<file path="src/rtl/vanilla_inst_encoder_pkg.sv">
// Shared types, encoding constants and field-pack helpers for the vanilla instruction encoder.
// Note: the package is named bsg_vanilla_pkg, so the other files use import bsg_vanilla_pkg::*.
package bsg_vanilla_pkg;

    localparam int reg_addr_width_p = 5;
    localparam int csr_addr_width_p = 12;

    typedef enum logic [3:0] {
        e_enc_li,
        e_enc_lw,
        e_enc_sw,
        e_enc_csrrw,
        e_enc_amoswap,
        e_enc_amoor,
        e_enc_amoadd,
        e_enc_fence,
        e_enc_barsend,
        e_enc_barrecv,
        e_enc_mret
    } enc_op_e;

    typedef struct packed {
        enc_op_e                       op;
        logic [reg_addr_width_p-1:0]   rd;
        logic [reg_addr_width_p-1:0]   rs1;
        logic [reg_addr_width_p-1:0]   rs2;
        logic [31:0]                   imm32;
        logic [csr_addr_width_p-1:0]   csr;
        logic                          aq;
        logic                          rl;
    } enc_cmd_s;

    localparam logic [6:0] op_load_c   = 7'b0000011;
    localparam logic [6:0] op_store_c  = 7'b0100011;
    localparam logic [6:0] op_imm_c    = 7'b0010011;
    localparam logic [6:0] op_lui_c    = 7'b0110111;
    localparam logic [6:0] op_system_c = 7'b1110011;
    localparam logic [6:0] op_amo_c    = 7'b0101111;

    localparam logic [2:0] f3_addi_c  = 3'b000;
    localparam logic [2:0] f3_csrrw_c = 3'b001;
    localparam logic [2:0] f3_word_c  = 3'b010;

    localparam logic [4:0] f5_amoswap_c = 5'b00001;
    localparam logic [4:0] f5_amoor_c   = 5'b01000;
    localparam logic [4:0] f5_amoadd_c  = 5'b00000;

    localparam logic [3:0] fm_barsend_c = 4'b0001;
    localparam logic [3:0] fm_barrecv_c = 4'b0010;

    localparam logic [31:0] fence_instr_c = 32'h0FF0000F;
    localparam logic [31:0] mret_instr_c  = 32'h30200073;

    function automatic logic [31:0] pack_i(logic [11:0] imm, logic [4:0] rs1, logic [2:0] f3,
                                           logic [4:0] rd, logic [6:0] opc);
        return {imm, rs1, f3, rd, opc};
    endfunction

    function automatic logic [31:0] pack_s(logic [11:0] imm, logic [4:0] rs2, logic [4:0] rs1,
                                           logic [2:0] f3, logic [6:0] opc);
        return {imm[11:5], rs2, rs1, f3, imm[4:0], opc};
    endfunction

    function automatic logic [31:0] pack_u(logic [19:0] imm, logic [4:0] rd, logic [6:0] opc);
        return {imm, rd, opc};
    endfunction

    function automatic logic [31:0] pack_r(logic [6:0] f7, logic [4:0] rs2, logic [4:0] rs1,
                                           logic [2:0] f3, logic [4:0] rd, logic [6:0] opc);
        return {f7, rs2, rs1, f3, rd, opc};
    endfunction

    function automatic logic fits_simm12(logic [31:0] imm);
        return imm[31:11] == {21{imm[11]}};
    endfunction

endpackage

</file>
<file path="src/rtl/vanilla_inst_encoder_if.sv">
// Command-in / instruction-out stream bundle of the vanilla instruction encoder.
interface vanilla_inst_encoder_if;
    import bsg_vanilla_pkg::*;

    logic        v_i;
    enc_cmd_s    cmd_i;
    logic        ready_o;
    logic        v_o;
    logic [31:0] instr_o;
    logic        yumi_i;
    logic        last_o;
    logic        error_o;

    modport slave  (input  v_i, cmd_i, yumi_i,
                    output ready_o, v_o, instr_o, last_o, error_o);
    modport master (output v_i, cmd_i, yumi_i,
                    input  ready_o, v_o, instr_o, last_o, error_o);
endinterface

</file>
<file path="src/rtl/vanilla_inst_encoder_pack.sv">
// Combinational command-to-word packer; word_sel_i picks the second LI word.
// VANILLA_INST_ENC_LI_SHORT_EN lets LI collapse to a single ADDI or LUI when possible.
module vanilla_inst_pack
    import bsg_vanilla_pkg::*;
(
    input  enc_cmd_s    cmd_i,
    input  logic        word_sel_i,
    output logic [31:0] instr_o,
    output logic        is_last_o,
    output logic        illegal_o
);

    logic [19:0] li_upper;
    logic        li_short_addi;
    logic        li_short_lui;

    // ADDI sign-extends its immediate, so the LUI half is pre-biased by imm[11].
    assign li_upper = cmd_i.imm32[31:12] + {19'b0, cmd_i.imm32[11]};

`ifdef VANILLA_INST_ENC_LI_SHORT_EN
    assign li_short_addi = fits_simm12(cmd_i.imm32);
    assign li_short_lui  = ~li_short_addi & (cmd_i.imm32[11:0] == 12'b0);
`else
    assign li_short_addi = 1'b0;
    assign li_short_lui  = 1'b0;
`endif

    always_comb begin
        instr_o   = '0;
        is_last_o = 1'b1;
        illegal_o = 1'b0;
        case (cmd_i.op)
            e_enc_li: begin
                if (li_short_addi) begin
                    instr_o = pack_i(cmd_i.imm32[11:0], 5'b0, f3_addi_c, cmd_i.rd, op_imm_c);
                end else if (li_short_lui || !word_sel_i) begin
                    instr_o   = pack_u(li_upper, cmd_i.rd, op_lui_c);
                    is_last_o = li_short_lui;
                end else begin
                    instr_o = pack_i(cmd_i.imm32[11:0], cmd_i.rd, f3_addi_c, cmd_i.rd, op_imm_c);
                end
            end
            e_enc_lw: begin
                instr_o   = pack_i(cmd_i.imm32[11:0], cmd_i.rs1, f3_word_c, cmd_i.rd, op_load_c);
                illegal_o = ~fits_simm12(cmd_i.imm32);
            end
            e_enc_sw: begin
                instr_o   = pack_s(cmd_i.imm32[11:0], cmd_i.rs2, cmd_i.rs1, f3_word_c, op_store_c);
                illegal_o = ~fits_simm12(cmd_i.imm32);
            end
            e_enc_csrrw:   instr_o = pack_i(cmd_i.csr, cmd_i.rs1, f3_csrrw_c, cmd_i.rd, op_system_c);
            e_enc_amoswap: instr_o = pack_r({f5_amoswap_c, cmd_i.aq, cmd_i.rl}, cmd_i.rs2, cmd_i.rs1,
                                            f3_word_c, cmd_i.rd, op_amo_c);
            e_enc_amoor:   instr_o = pack_r({f5_amoor_c, cmd_i.aq, cmd_i.rl}, cmd_i.rs2, cmd_i.rs1,
                                            f3_word_c, cmd_i.rd, op_amo_c);
            e_enc_amoadd:  instr_o = pack_r({f5_amoadd_c, cmd_i.aq, cmd_i.rl}, cmd_i.rs2, cmd_i.rs1,
                                            f3_word_c, cmd_i.rd, op_amo_c);
            e_enc_fence:   instr_o = fence_instr_c;
            e_enc_barsend: instr_o = {fm_barsend_c, fence_instr_c[27:0]};
            e_enc_barrecv: instr_o = {fm_barrecv_c, fence_instr_c[27:0]};
            e_enc_mret:    instr_o = mret_instr_c;
            default:       illegal_o = 1'b1;
        endcase
    end

endmodule

</file>
<file path="src/rtl/vanilla_inst_encoder.sv">
// Encodes abstract commands into RV32 words on a registered valid/yumi stream.
// Optional macro VANILLA_INST_ENC_LI_SHORT_EN (single-word LI) is handled in vanilla_inst_pack.
module vanilla_inst_encoder
    import bsg_vanilla_pkg::*;
(
    input logic                   clk_i,
    input logic                   reset_n_i,
    vanilla_inst_encoder_if.slave bus
);

    typedef enum logic [1:0] {e_idle, e_word0, e_word1} state_e;

    state_e      state_q, state_d;
    logic        v_q, v_d;
    logic        last_q, last_d;
    logic        error_q, error_d;
    logic [31:0] instr_q, instr_d;
    enc_cmd_s    cmd_q, cmd_d;

    logic        hold_li;
    logic        accept;
    enc_cmd_s    pack_cmd;
    logic [31:0] pack_instr;
    logic        pack_last;
    logic        pack_illegal;

    // While the LUI half of an LI is held, the packer works on the stored command.
    assign hold_li  = (state_q == e_word0) & v_q & ~last_q;
    assign pack_cmd = hold_li ? cmd_q : bus.cmd_i;

    assign bus.ready_o = ~v_q | (v_q & last_q & bus.yumi_i);
    assign accept      = bus.v_i & bus.ready_o;

    vanilla_inst_pack u_pack (
        .cmd_i      (pack_cmd),
        .word_sel_i (hold_li),
        .instr_o    (pack_instr),
        .is_last_o  (pack_last),
        .illegal_o  (pack_illegal)
    );

    always_comb begin
        state_d = state_q;
        v_d     = v_q;
        last_d  = last_q;
        instr_d = instr_q;
        cmd_d   = cmd_q;
        error_d = 1'b0;
        if (hold_li && bus.yumi_i) begin
            state_d = e_word1;
            instr_d = pack_instr;
            last_d  = pack_last;
        end else begin
            if (v_q && bus.yumi_i) begin
                state_d = e_idle;
                v_d     = 1'b0;
                last_d  = 1'b0;
            end
            if (accept) begin
                if (pack_illegal) begin
                    error_d = 1'b1;
                end else begin
                    state_d = e_word0;
                    v_d     = 1'b1;
                    last_d  = pack_last;
                    instr_d = pack_instr;
                    cmd_d   = bus.cmd_i;
                end
            end
        end
    end

    always_ff @(posedge clk_i) begin
        if (!reset_n_i) begin
            state_q <= e_idle;
            v_q     <= 1'b0;
            last_q  <= 1'b0;
            error_q <= 1'b0;
            instr_q <= '0;
            cmd_q   <= '0;
        end else begin
            state_q <= state_d;
            v_q     <= v_d;
            last_q  <= last_d;
            error_q <= error_d;
            instr_q <= instr_d;
            cmd_q   <= cmd_d;
        end
    end

    assign bus.v_o     = v_q;
    assign bus.instr_o = instr_q;
    assign bus.last_o  = last_q;
    assign bus.error_o = error_q;

endmodule

</file>
<file path="src/flat_wrapper.sv">
// flat-port wrapper written by rule: the top's interface ports become plain ports
module vanilla_inst_encoder_flat import bsg_vanilla_pkg::*;
  (clk_i, reset_n_i, bus_v_i, bus_cmd_i, bus_yumi_i, bus_ready_o, bus_v_o, bus_instr_o, bus_last_o, bus_error_o);
  vanilla_inst_encoder_if bus_i ();
  input logic clk_i;
  input logic reset_n_i;
  input wire logic [$bits(bus_i.v_i)-1:0] bus_v_i;
  input wire logic [$bits(bus_i.cmd_i)-1:0] bus_cmd_i;
  input wire logic [$bits(bus_i.yumi_i)-1:0] bus_yumi_i;
  output wire logic [$bits(bus_i.ready_o)-1:0] bus_ready_o;
  output wire logic [$bits(bus_i.v_o)-1:0] bus_v_o;
  output wire logic [$bits(bus_i.instr_o)-1:0] bus_instr_o;
  output wire logic [$bits(bus_i.last_o)-1:0] bus_last_o;
  output wire logic [$bits(bus_i.error_o)-1:0] bus_error_o;
  assign bus_i.v_i = bus_v_i;
  assign bus_i.cmd_i = bus_cmd_i;
  assign bus_i.yumi_i = bus_yumi_i;
  assign bus_ready_o = bus_i.ready_o;
  assign bus_v_o = bus_i.v_o;
  assign bus_instr_o = bus_i.instr_o;
  assign bus_last_o = bus_i.last_o;
  assign bus_error_o = bus_i.error_o;
  vanilla_inst_encoder u_core (.clk_i(clk_i), .reset_n_i(reset_n_i), .bus(bus_i));
endmodule
</file>
<file path="config.mk">
export PLATFORM = sky130hd
export DESIGN_NAME = vanilla_inst_encoder_flat
export DESIGN_NICKNAME = d
export VERILOG_FILES = /design/src/rtl/vanilla_inst_encoder_pkg.sv /design/src/rtl/vanilla_inst_encoder_if.sv /design/src/rtl/vanilla_inst_encoder_pack.sv /design/src/rtl/vanilla_inst_encoder.sv /design/src/flat_wrapper.sv
export SDC_FILE = /design/constraint.sdc
export NUM_CORES = 1
export LEC_CHECK = 0
export ABC_AREA = 1
export CAP_MARGIN = 40
export CORE_ASPECT_RATIO = 0.9
export CORE_UTILIZATION = 55
export CTS_CLUSTER_SIZE = 24
export DETAILED_ROUTE_END_ITERATION = 10
export GPL_ROUTABILITY_DRIVEN = 0
export PLACE_DENSITY = 0.83
export SYNTH_ARGS = -nofsm -noshare
export SYNTH_HDL_FRONTEND = slang
export SYNTH_SLANG_ARGS = --single-unit
export TNS_END_PERCENT = 30
</file>
<file path="constraint.sdc">
create_clock -name clk_i -period 5.9 [get_ports clk_i]
set_clock_uncertainty 0.15 [all_clocks]
set_input_delay 0.59 -clock clk_i [delete_from_list [all_inputs] [get_ports clk_i]]
set_output_delay 0.59 -clock clk_i [all_outputs]
set_load 0.01 [all_outputs]
</file>
# == Word level (Yosys, flattened, before mapping) ==
# Index checks and enable logic that the tools add are counted.
# totals
ff_bits,102
word_cells,72
# classes
mux,21
eq_ne,13
addsub,1
n_reduce_logical,10
bitwise_logic,13
# op_table
cell,count
$pmux 32 s11,1
$mux 32,4
$mux 65,1
$add 20x1->20,1
$eq 20x20->1,1
$eq 4x3->1 const B,4
$eq 4x4->1 const B,3
$mux 1,10
$reduce_or 9->1,1
$eq 4x2->1 const B,2
$mux 2,4
$not 1->1,7
$and 1x1->1,5
$eq 4x1->1 const B,1
$logic_not 4->1,1
$reduce_or 2->1,2
$reduce_and 3->1,1
$reduce_or 3->1,1
$eq 2x1->1 const B,1
$logic_and 1x1->1,2
$ne 2x2->1 const B,1
$pmux 1 s2,1
$reduce_and 2->1,1
$reduce_bool 2->1,1
$or 1x1->1,1

# == Depth between registers and ports, before layout ==
# depth
depth_word,10
ltp_mapped,23

# == Hierarchy ==
# A second synthesis with hierarchy kept.
# hier_totals
hier_cells,982
area_unflattened_um2,5940.7
# modules_own_cells
mod,cells_each,n_inst,area_per_inst_um2
vanilla_inst_encoder,706,1,4654.5
vanilla_inst_pack,276,1,1286.2

# == Least setup slack after synthesis ==
# No wires, ideal clock.
# synth_timing
path_type,flip-flop to flip-flop
start,register u_core.state_q[1]
end,register u_core.instr_q[30] (netlist: u_core.bus.instr_o[30])
stages_incl_launch_ff,23
required_ns,5.618
synth_period_minus_slack_ns,3.275
t_arrival_ns,2.992
slack_ns,2.625
setup_time_ns,0.132
cell_sequence,dfxtp_1 -> nor2_8 -> nand2_4 -> buf_6 -> buf_2 -> buf_2 -> clkbuf_1 -> clkbuf_1 -> nand2_1 -> nand2_1 -> ha_1 -> ha_1 -> nand2_1 -> nor2_1 -> nand2_1 -> nor2_2 -> inv_1 -> nor2_1 -> nand3_1 -> nand3_1 -> nand2_1 -> nand2_1 -> a21oi_1
# synth_via
elab_chain_len,10
word_cells_on_any_way,30
# synth_rtl
element,line_no,text
from (decl),vanilla_inst_encoder.sv:13,"state_e state_q, state_d;"
from (signal assigned),vanilla_inst_encoder.sv:75,state_q <= e_idle;
from (signal assigned),vanilla_inst_encoder.sv:82,state_q <= state_d;
$eq 2x1->1 *,vanilla_inst_encoder.sv:28,assign hold_li = (state_q == e_word0) & v_q & ~last_q;
$and 1x1->1 * (2 in series),vanilla_inst_encoder.sv:28,
$mux 65,vanilla_inst_encoder.sv:29,assign pack_cmd = hold_li ? cmd_q : bus.cmd_i;
$add 20x1->20,vanilla_inst_encoder_pack.sv:18,"assign li_upper = cmd_i.imm32[31:12] + {19'b0, cmd_i.imm32[11]};"
$mux 32,vanilla_inst_encoder_pack.sv:36,end else if (li_short_lui || !word_sel_i) begin
$pmux 32 s11,vanilla_inst_encoder_pack.sv:32,case (cmd_i.op)
$mux 32,vanilla_inst_encoder.sv:60,if (pack_illegal) begin
$mux 32,vanilla_inst_encoder.sv:59,if (accept) begin
$mux 32,vanilla_inst_encoder.sv:49,if (hold_li && bus.yumi_i) begin
to (signal assigned),vanilla_inst_encoder.sv:86,instr_q <= instr_d;
to (decl),vanilla_inst_encoder.sv:17,"logic [31:0] instr_q, instr_d;"
# Every way passes the cells marked *; elsewhere a longest branch is shown, timed or not. The select of a mux whose other input is x is not followed.
# A chain may end at the register's enable or synchronous reset.

# == Final worst setup path ==
# layout_timing
start,register u_core.state_q[1]
end,register u_core.cmd_q[41] in the netlist's numbering
# layout_via
elab_chain_len,9
word_cells_on_any_way,24
# layout_rtl
element,line_no,text
$eq 2x1->1 *,vanilla_inst_encoder.sv:28,
$and 1x1->1 * (2 in series),vanilla_inst_encoder.sv:28,
$mux 65,vanilla_inst_encoder.sv:29,
"$eq 4x4->1, or another cell as far along",vanilla_inst_encoder_pack.sv:32,
"$reduce_or 9->1 (no line), or another cell as far along",n/a,
$pmux 1 s2,vanilla_inst_encoder_pack.sv:32,
$not 1->1 (no line),n/a,
$reduce_and 3->1 (no line) *,n/a,
to (signal assigned),vanilla_inst_encoder.sv:87,cmd_q <= cmd_d;
to (decl),vanilla_inst_encoder.sv:18,"enc_cmd_s cmd_q, cmd_d;"
# Every way passes the cells marked *; elsewhere a longest branch is shown, timed or not.

==> flow_summary.ini <==
[worst_setup_path]
r2r_cells = 15
reg2reg_setup_slack_ps = 1730
slowest_delay_ps = 550
critical_path_arrival_ps = 4290
rr_startpoint = u_core.state_q[1]$_SDFF_PN0_
crit_path_frequent_cell = nand3_1
critical_path.startpoint = u_core.state_q[1]$_SDFF_PN0_
path_max_fanout = 49
cp_slowest_cell = buf_4
cp-start-kind = register
cp-end-kind = register
crit_chain = nor2_8, nand2_4, buf_4, nand2_1, nand2_1, inv_2, ha_1, inv_1, nand3_1, nor2_1, nand3_1, a21boi_4, buf_4, nand3_1, a21oi_1
cp.required_ps = 6030
path_class = reg -> reg
regToRegEndpoint = u_core.cmd_q[41]$_SDFFE_PN0P_

[sta]
drv_slew = 0
rsz0062_at_grt = false
slew_headroom_pct = 44.0
setup_violations = 0
timing.fmax_mhz = 240
finalHoldViolCount = 0
max_slew.worst_pin.slew_ps = 834
setup_tns_ps = 0
min_period_over_period_pct = 70.6
period_minus_slack_ps = 4170
layout_setup_ws_ps = 1730

[clocking]
cts_tree = done
post_cts_buffers = 0
cts_sinks = 101
clk_pin_slew_ps = 70
root_buffer = clkbuf_16
clk_latency_ps = 350
numCtsBuffers = 9
htreeDepth = 3
ctsResizeCount = 0
ctsLongestPathBuffers = 2
hold_buffers = 0

[final_layout]
syn2layout_area_growth_pct = 21.5
drive_above_1_share_pct = 5.18
fill_cells = 935
fin_nets = 1089
diodes = 0
multi_input_area_sq_mm = 0.00338
seq_area_sq_mm = 0.00202
final_util_pct = 69.8

[min_path]
holdPathEnd = u_core.cmd_q[57]$_SDFFE_PN0P_
hp-start = u_core.cmd_q[57]$_SDFFE_PN0P_
hold_path_class = reg -> reg
whs_path_depth = 2

[detailed_routing]
via_count = 6740
avgViaCountPerCell = 5.85
ant_nets = 0
firstDrtPassIters = 10
wl_per_cell_microns = 15.7
drc = 5
drtIter0Drc = 817
finalWirelength_mm = 18.0

[synth]
synth.distinct_cells = 36
synth_area_leaders = dfxtp_1, nand2_1, nand3_1, a21oi_1, nor2_1
syn_inst = 953
synth_edf_count = 0
synth.cell_area_sq_mm = 0.00597
syn_nets = 1024
postSynthAreaPerCell_sq_um = 6.26
synth_top_area_share_pct = 33.9
synthTopCellsByCount = nand2_1, nand3_1, a21oi_1
ys_seq_area_share_pct = 33.9
synthArstFlopShare_pct = 0
synth_ff_type = dfxtp_1
synth_most_common_cell = nand2_1
post-synth-top-area-cell = dfxtp_1
ys_ff_latch = 101
ys.warnings.count = 0

[status]
violations = design-rule violations
status = complete, but fails checks

[job]
drv_cap = 0

[pwr]
power.density_mw_per_mm2 = 243
p_leak_uw = 0.00310
ir_drop_v = 0.000159

[grt]
top_usage_layer = met2
use_met2_pct = 51.1
grtUsageMet1_pct = 43.0
grt_pass1_vias = 5944
grt_pass1_wl_mm = 29.2
grt.total_usage_pct = 32.5
overflow = 0
grt_max_degree = 67
grt_use_met3_pct = 5.71
antenna_found_initial = 0

[die]
core_sq_mm = 0.0104
ios = 105
start_util_pct = 57.5
dieWidth_microns = 112
die_area_sq_mm = 0.0113
die_y_microns = 101
num_rows = 35

[placement]
port_buffers = 104
dpl.hpwl_mm = 12.6
preCtsSetupSlack_ps = 1810
-- power by group --
part / leakage [uW] / internal (uW) / switching, uW
Sequential: 0.000824 / 729 / 26.3
Clock: 0.000143 / 312 / 263
Combinational: 0.00213 / 166 / 264
-- worst max-delay path, delay by kind of cell (launching register included) --
| kind | cells | cell delay (ps) |
|---|---|---|
| DFF | 1 | 430 |
| buffers and inverters | 4 | 1230 |
| adders and majority gates | 1 | 290 |
| AOI/OAI and AO/OA | 2 | 660 |
| and+or+nand+nor | 8 | 1270 |
-- state kept, by name, summed over array words and instances (netlist names) --
| name | cells |
|---|---|
| u_core.bus.instr_o | 31 |
| u_core.bus.last_o | 1 |
| u_core.state_q | 2 |
| u_core.cmd_q | 65 |
| u_core.bus.error_o | 1 |
| u_core.bus.v_o | 1 |
-- final cells by class --
class / instances / share of cell area, %
flip-flops and latches: 101 / 27.9
clock inverters: 4 / 0.431
well taps: 129 / 2.23
inverters: 67 / 3.47
repair buffers: 114 / 15.8
clock buffers: 12 / 3.54
multi-input cells: 725 / 46.6
-- cells by family (layout without fill, tap and decap cells) --
logic type / count (synthesis) / count (layout) / share of synthesized area, %
AOI/OAI and AO/OA: 160 / 160 / 14.6
xor gates and xnor gates: 2 / 2 / 0.294
adders and majority gates: 2 / 2 / 0.419
buffers and inverters: 127 / 197 / 9.62
DFF: 101 / 101 / 33.9
muxes: 5 / 5 / 0.839
and+or+nand+nor: 556 / 556 / 40.3
-- layer usage --
metal	wire length [microns]	vias up
li1	-	3265
met1	7680	3037
met2	8100	370
met3	1510	68
met4	737	0
met5	0	-
-- worst max path at each step --
stage	end	slack (ps)
final	u_core.cmd_q[41]$_SDFFE_PN0P_	1730
after global routing	u_core.cmd_q[23]$_SDFFE_PN0P_	1390
after CTS	u_core.cmd_q[56]$_SDFFE_PN0P_	1800
after detailed placement	u_core.cmd_q[53]$_SDFFE_PN0P_	1810
after global placement	u_core.bus.instr_o[3]$_SDFFE_PN0P_	1970
after floorplan	u_core.bus.instr_o[30]$_SDFFE_PN0P_	2630
-- cell usage in the layout (no fill, tap or decap), types with 2 or more instances in the layout --
master and count:
a21oi_1 104, o31ai_1 3, o2111ai_1 7, o21ai_1 12
inv_1 55, dfxtp_1 101, buf_4 8, or2_2 8
clkdlybuf4s50_1 104, mux2i_1 5, nand3b_1 10, nand4_1 3
a211oi_1 3, nand3_1 145, clkinv_4 2, o22ai_1 5
nand2_1 298, clkbuf_8 2, o21bai_1 4, ha_1 2
clkbuf_16 9, xor2_1 2, o21ai_0 18, o211ai_1 2
nor2_1 68, nor2_2 3, nor3_1 16, inv_2 11
-- through the flow --
stage / std cells / power, uW / area [sq um] / hold slack (ps)
final: 1152 / 1760 / 7250 / 316
after floorplan: 953 / 1040 / 5970 / 288
after global routing: 1152 / 1840 / 7250 / 333
after global placement: 1134 / 1180 / 6910 / 298
after CTS: 1152 / 1760 / 7250 / 311
after detailed placement: 1136 / 1190 / 6960 / 301
No activity file was read; power rests on OpenSTA's default activity.
